`src/rtl/queue_fifo.sv`:
```
// queue_fifo: single-clock first-word-fall-through FIFO.
// The producer pushes at the tail and the consumer pops from the head. The head word is
// always visible on data_out, or zero when the queue is empty. A rejected push or pop
// raises a one-cycle registered overflow or underflow pulse.
module queue_fifo #(
    parameter int unsigned DATA_W = 4,
    parameter int unsigned DEPTH  = 8,
    parameter int unsigned ADDR_W = 3
) (
    input  logic              clk,
    input  logic              rst_n,
    input  logic              enable,
    input  logic              push,
    input  logic              pop,
    input  logic [DATA_W-1:0] data_in,
    output logic [DATA_W-1:0] data_out,
    output logic              full,
    output logic              empty,
    output logic [ADDR_W:0]   count,
    output logic              overflow,
    output logic              underflow
);

    localparam logic [ADDR_W:0] DepthCount = (ADDR_W + 1)'(DEPTH);
    localparam logic [ADDR_W:0] OneCount   = (ADDR_W + 1)'(1);

    // Storage is never reset; the pointers and count alone define what is valid.
    logic [DATA_W-1:0] mem_q [DEPTH];

    logic [ADDR_W-1:0] wr_ptr_q, wr_ptr_d;
    logic [ADDR_W-1:0] rd_ptr_q, rd_ptr_d;
    logic [ADDR_W:0]   count_q, count_d;
    logic              overflow_q, overflow_d;
    logic              underflow_q, underflow_d;

    logic pop_ok;
    logic push_ok;

    // Status flags are decoded from the registered count, so they add no latency.
    always_comb begin
        full  = (count_q == DepthCount);
        empty = (count_q == '0);
    end

    // Accept/reject decisions. When the queue is full, a simultaneous pop frees the head
    // slot, so the push can still land at the tail.
    always_comb begin
        pop_ok      = enable & pop & ~empty;
        push_ok     = enable & push & (~full | pop_ok);
        overflow_d  = enable & push & full & ~pop_ok;
        underflow_d = enable & pop & empty;
    end

    // Next-state for the pointers and the occupancy count.
    always_comb begin
        wr_ptr_d = wr_ptr_q;
        rd_ptr_d = rd_ptr_q;
        count_d  = count_q;
        if (push_ok) begin
            wr_ptr_d = wr_ptr_q + 1'b1;
        end
        if (pop_ok) begin
            rd_ptr_d = rd_ptr_q + 1'b1;
        end
        unique case ({push_ok, pop_ok})
            2'b10:   count_d = count_q + OneCount;
            2'b01:   count_d = count_q - OneCount;
            default: count_d = count_q;
        endcase
    end

    // Control state with asynchronous active-low reset.
    always_ff @(posedge clk or negedge rst_n) begin
        if (!rst_n) begin
            wr_ptr_q    <= '0;
            rd_ptr_q    <= '0;
            count_q     <= '0;
            overflow_q  <= 1'b0;
            underflow_q <= 1'b0;
        end else begin
            wr_ptr_q    <= wr_ptr_d;
            rd_ptr_q    <= rd_ptr_d;
            count_q     <= count_d;
            overflow_q  <= overflow_d;
            underflow_q <= underflow_d;
        end
    end

    // Write the tail slot on an accepted push.
    always_ff @(posedge clk) begin
        if (push_ok) begin
            mem_q[wr_ptr_q] <= data_in;
        end
    end

    // Fall-through read of the head word; forced to zero when the queue is empty.
    always_comb begin
        data_out  = empty ? '0 : mem_q[rd_ptr_q];
        count     = count_q;
        overflow  = overflow_q;
        underflow = underflow_q;
    end

endmodule

```
`config.mk`:
```
export PLATFORM = sky130hd
export DESIGN_NAME = queue_fifo
export DESIGN_NICKNAME = d
export VERILOG_FILES = /design/src/rtl/queue_fifo.sv
export SDC_FILE = /design/constraint.sdc
export NUM_CORES = 1
export LEC_CHECK = 0
export BUFFER_PORTS_ARGS = -buffer_cell sky130_fd_sc_hd__buf_2
export CAP_MARGIN = 30
export CORE_MARGIN = 2
export CORE_UTILIZATION = 52
export DETAILED_ROUTE_END_ITERATION = 8
export PLACE_DENSITY_LB_ADDON = 0.05
export SYNTH_ARGS = -nofsm -noshare
export SYNTH_HDL_FRONTEND = slang
export SYNTH_SLANG_ARGS = --single-unit
```
`constraint.sdc`:
```
create_clock -name clk -period 2.15 [get_ports clk]
set_clock_uncertainty 0.1 [all_clocks]
set_input_delay 0.43 -clock clk [delete_from_list [all_inputs] [get_ports clk]]
set_output_delay 0.43 -clock clk [all_outputs]
set_load 0.005 [all_outputs]
```
### Word-level counts from Yosys, hierarchy flattened

Memories as Yosys holds them, arrays and structs flattened.
Cells that the tools add are included.

| word-level totals | value |
|---|---|
| bits of input ports | 9 |
| memory bits (writable) | 32 |
| output and inout bits | 12 |
| memories kept | 1 |
| bits in registers | 12 |

| operators by class | value |
|---|---|
| bitwise logic cells | 11 |
| multiplexer cells | 4 |
| add/sub/neg operators | 4 |
| equality and inequality tests | 3 |
| reductions and logical operators | 2 |

Memories:

| name | depth | bits a word | read ports | clocked after memory_dff | write ports | RTL line | source |
|---|---|---|---|---|---|---|---|
| mem_q | 8 | 4 | 1 | 0 | 1 | 28 | `logic [DATA_W-1:0] mem_q [DEPTH];` |

Operator list:

| cell | number |
|---|---|
| $pmux 4 s2 | 1 |
| $and 1x1->1 | 7 |
| $add 3x1->3 const B | 2 |
| $add 4x1->4 const B | 1 |
| $eq 4x4->1 const B | 1 |
| $logic_not 4->1 | 1 |
| $mux 4 | 1 |
| $sub 4x1->4 const B | 1 |
| $not 1->1 | 3 |
| $eq 2x1->1 const B | 1 |
| $eq 2x2->1 const B | 1 |
| $mux 1 | 2 |
| $reduce_bool 2->1 | 1 |
| $or 1x1->1 | 1 |

### Depth between registers and ports, before layout

| depth | value |
|---|---|
| depth after elaboration | 7 |
| gate-level depth with buffers | 8 |

### Least setup slack after synthesis

Ideal clock, no wire load.

| timing | value |
|---|---|
| kind | register to register |
| start point | register count_q[2], in the netlist count[2] |
| end point | register count_q[2], in the netlist count[2] |
| path slack | 0.040 ns |
| cell stages (with the launch flop) | 9 |
| arrival time | 1.887 ns |
| period minus slack after synthesis | 2.110 ns |
| required time | 1.927 ns |
| cell sequence | dfrtp_1 > buf_6 > nor4_4 > nor3_1 > xor2_1 > ha_1 > nor3b_1 > a22oi_2 > xnor2_1 |

| between the ends | value |
|---|---|
| cells in the longest elaborated chain, start to end | 7 |
| elaborated cells on any way between the ends | 13 |

RTL lines:

| element | RTL line | source |
|---|---|---|
| start: declaration | 32 | `logic [ADDR_W:0] count_q, count_d;` |
| start signal: assignment | 83 | `count_q <= count_d;` |
| $logic_not 4->1 (*) | 42 | `empty = (count_q == '0);` |
| via empty | 18 | `output logic empty,` |
| $not 1->1 (*) | 48 | `pop_ok = enable & pop & ~empty;` |
| $and 1x1->1 (*) | 48 |  |
| $or 1x1->1 | 49 | `push_ok = enable & push & (~full \| pop_ok);` |
| $and 1x1->1 | 49 |  |
| $eq 2x1->1 / $eq 2x2->1 (equally long branches) | 65 | `unique case ({push_ok, pop_ok})` |
| $pmux 4 s2 / $reduce_bool 2->1 (equally long branches) | -- |  |

The timed path passes the listed nets; every way through them passes the cells marked *.
A chain may end at the register's enable or synchronous reset.

### Final worst setup path

| timing | value |
|---|---|
| start point | register rd_ptr_q[2] |
| end point | output port data_out[0] |

| between the ends | value |
|---|---|
| cells in the longest elaborated chain, start to end | 2 |

RTL lines:

| element | RTL line | source |
|---|---|---|
| start: declaration | 31 | `logic [ADDR_W-1:0] rd_ptr_q, rd_ptr_d;` |
| start signal: assignment | 82 | `rd_ptr_q <= rd_ptr_d;` |
| $mem_v2 8x4 | -- |  |
| $mux 4 | 98 | `data_out = empty ? '0 : mem_q[rd_ptr_q];` |
| end: declaration | 16 | `output logic [DATA_W-1:0] data_out,` |

No other way between the ends.

==> results by group <==
Run status
  – Outcome: finished, final reports clean

Synth
  – Distinct cell type count after synthesis: 36
  – Syn Std Cell Area: 2010 µm²
  – Syn nets: 159
  – Yosys reg bits: 44
  – Yosys top cell area share: 47.9%
  – Synth warnings: 0
  – Sequential area share after synthesis: 62.8%
  – Synthesized instance count: 147
  – Top cells by area, synth: edfxtp_1 (48%), dfrtp_1 (15%), mux2_2 (7.3%)
  – Mean Syn Cell Area: 13.7 µm²
  – Largest area contributor in the netlist: edfxtp_1

Worst hold path
  – Worst hold path class: in -> reg
  – Hold endpoint: count[0]$_DFFE_PN0P_
  – Hold_sp: push
  – Worst Hold Depth: 2

Worst setup path
  – Max Fanout on Critical Path: 17
  – Critical path origin: rd_ptr_q[2]$_DFFE_PN0P_
  – CP endpoint kind: output pin
  – Family with the most delay on the worst path: flip-flops
  – CP Depth: 5
  – Slowest stage cell, crit path: dfrtp_1
  – Critical Path, Cell by Cell: buf_12, mux2_2, o22ai_1, nor3_1, buf_2
  – Reg2reg start: count[2]$_DFFE_PN0P_
  – WP buf/inv: 2
  – Startpoint Class: register
  – CP Data Required Time: 1.62 ns
  – Cells on worst reg2reg path: 6
  – Critical Path AT: 1.59 ns
  – RR Endpoint: mem_q[2][3]$_DFFE_PP_
  – Worst path max stage delay: 0.38 ns
  – R2r setup slk: 0.14 ns
  – Kind of critical path: reg -> out

Cells and area
  – Share of post-route cells with drive strength above 1: 34.8%
  – Ant diodes: 0
  – Most common cell after layout, fill and taps aside: edfxtp_1
  – Design Area, Final: 2340 µm²
  – Finished Layout Cells: 226
  – Nets@finish: 189
  – Most frequent cells in the layout: edfxtp_1 (32), buf_2 (20), mux2_2 (13)
  – Fill count: 300
  – Area Growth Syn to Fin: 16.6%

Floorplanning
  – Initial core utilization: 54.4%
  – Die area: 4380 µm²
  – FP Rows: 22
  – Io pins: 21
  – Core footprint: 3690 µm²
  – Die height: 66.1 µm
  – Die Width: 66.1 µm

Timing
  – Slew margin rel.: 73.7%
  – RSZ-0062 raised after global routing: yes
  – Worst-margin pin slew: 0.393 ns
  – Final setup vio count: 0
  – Final Hold Fails: 0
  – Min Tclk post-route: 2.12 ns
  – Final Max Tran Viols: 0
  – F_max: 0.472 GHz
  – Fin crit share: 98.6%
  – Setup TNS: 0 ns

Place
  – Placed cells: 217
  – IO Port Bufs: 20
  – DP Area: 2200 µm²
  – Final HPWL DP: 2760 µm
  – Placer Congestion: 0.964

Power
  – PwrDens: 1240 nW/µm²
  – VDD IR max: 0.618 mV
  – Leakage: 0.898 nW

Detailed routing
  – Antenna Nets Post-Route: 0
  – Vias post-DR: 1232
  – Initial DRT Pass Iterations: 4
  – Total Wirelength: 3750 µm
  – Routed vias/inst: 5.45
  – First DRT Iteration DRCs: 60
  – Remaining DRCs: 0
  – Routed WL per cell: 16.6 µm

Clock tree
  – H-Tree Depth: 2
  – Clock latency on the worst-skew pair: 0.29 ns
  – Max clock buf depth: 2
  – Total CTS buffers: 5
  – Sink Count: 44
  – Clk pin slew, worst setup/hold paths: 0.08 ns
  – CTS Root Cell: clkbuf_8
  – CTS tree: built

GRT
  – GRT Total Usage: 20.3%
  – First-pass GRT wire length: 6380 µm
  – Vias in the first global route: 1229
  – Gr ovfl total: 0
  – Initial antenna violation count: 0
  – Largest net degree at the start of global routing: 18

Flow run
  – Max-cap violations: 0
report_power, final:
part           internal (mW)  switching [mW]  leakage (nW)
combinational          0.548           0.507         0.404
sequential              1.05           0.163         0.436
clock                  0.350           0.278        0.0583
worst reg2reg max path, delay by kind of cell (launching register included):
family	cells	cell delay (ns)
flip-flops	1	0.44
AO/OA/AOI/OAI	1	0.28
buffers and inverters	1	0.06
AND/OR/NAND/NOR	4	0.80
worst max path at each step:
stage | end
finish | data_out[0]
global route | mem_q[6][1]$_DFFE_PP_
CTS | data_out[0]
detailed placement | mem_q[2][2]$_DFFE_PP_
global placement | mem_q[6][0]$_DFFE_PP_
floorplan | count[2]$_DFFE_PN0P_
per-stage QoR:
| step | utilization, % | power, mW | hold slack [ns] | setup WS [ns] |
|---|---|---|---|---|
| floorplan | - | 1.91 | 0.0344 | 0.0405 |
| global placement | 59.6 | 2.22 | 0.217 | 0.108 |
| detailed placement | 59.6 | 2.25 | 0.225 | 0.0746 |
| CTS | 63.1 | 2.89 | 0.300 | 0.0205 |
| global route | 63.5 | 3.10 | 0.314 | -0.0151 |
| finish | 63.5 | 2.90 | 0.319 | 0.0293 |
synthesized netlist by cell type:
master / number
o21ai_0: 3
o22ai_1: 8
xnor2_1: 3
or3_4: 1
ha_1: 3
o2bb2ai_1: 1
mux2_2: 13
edfxtp_1: 32
clkbuf_1: 2
nor3b_1: 1
inv_1: 2
mux2_1: 4
nand2b_4: 1
xor2_1: 5
buf_6: 1
or2_2: 1
nor3_1: 12
a311oi_1: 1
nor2_2: 1
a211oi_1: 1
a21oi_1: 2
o311a_1: 1
a22oi_2: 1
a21oi_2: 1
buf_2: 4
and3_1: 1
nand3_1: 1
nor4_1: 1
nor2_1: 8
o31ai_1: 1
nand2b_1: 5
nor4_4: 1
nand2_1: 10
clkinv_2: 1
mux2_4: 1
dfrtp_1: 12
state kept, by name, indices dropped and copies added (netlist names):
signal / count
mem_q: 32
count: 4
underflow: 1
wr_ptr_q: 3
rd_ptr_q: 3
overflow: 1
routing by layer:
metal	routed length [µm]	share of wire, %	global-route usage, %	vias up
li1	-	-	-	601
met1	1840	49	30.7	597
met2	1690	45	28.2	28
met3	163	4.3	5.11	6
met4	67	1.8	7.14	0
met5	0	0	0	-
area by class of cell:
class                      instances  area [µm²]  area share [%]
clock buffer                       5        68.8            2.94
clock inverter                     3        47.5            2.03
inverter                           3        12.5           0.534
multi-input combinational         93         701            29.9
sequential                        44        1260            53.9
tap                               48        60.1            2.56
timing repair buffer              30         190            8.12
logic make-up after synthesis:
| group | count (synthesis) | synth area share [%] |
|---|---|---|
| AND/OR/NAND/NOR | 44 | 12.1 |
| flip-flops | 44 | 62.8 |
| AO/OA/AOI/OAI | 20 | 6.92 |
| multiplexers | 18 | 10.3 |
| buffers and inverters | 10 | 2.55 |
| XOR/XNOR | 8 | 3.49 |
| adder cells (fa/ha/maj) | 3 | 1.87 |
repair_timing:
| action | 4_1_cts | 5_1_grt |
|---|---|---|
| resized for setup | 1 | 5 |
| buffers inserted | 0 | 0 |
| hold buffers | 1 | 0 |
| endpoints found under the hold margin | 12 | 0 |
| cloned | 0 | 0 |
| setup endpoints to repair | 1 | 34 |
Power figures use the tool's default switching activity.
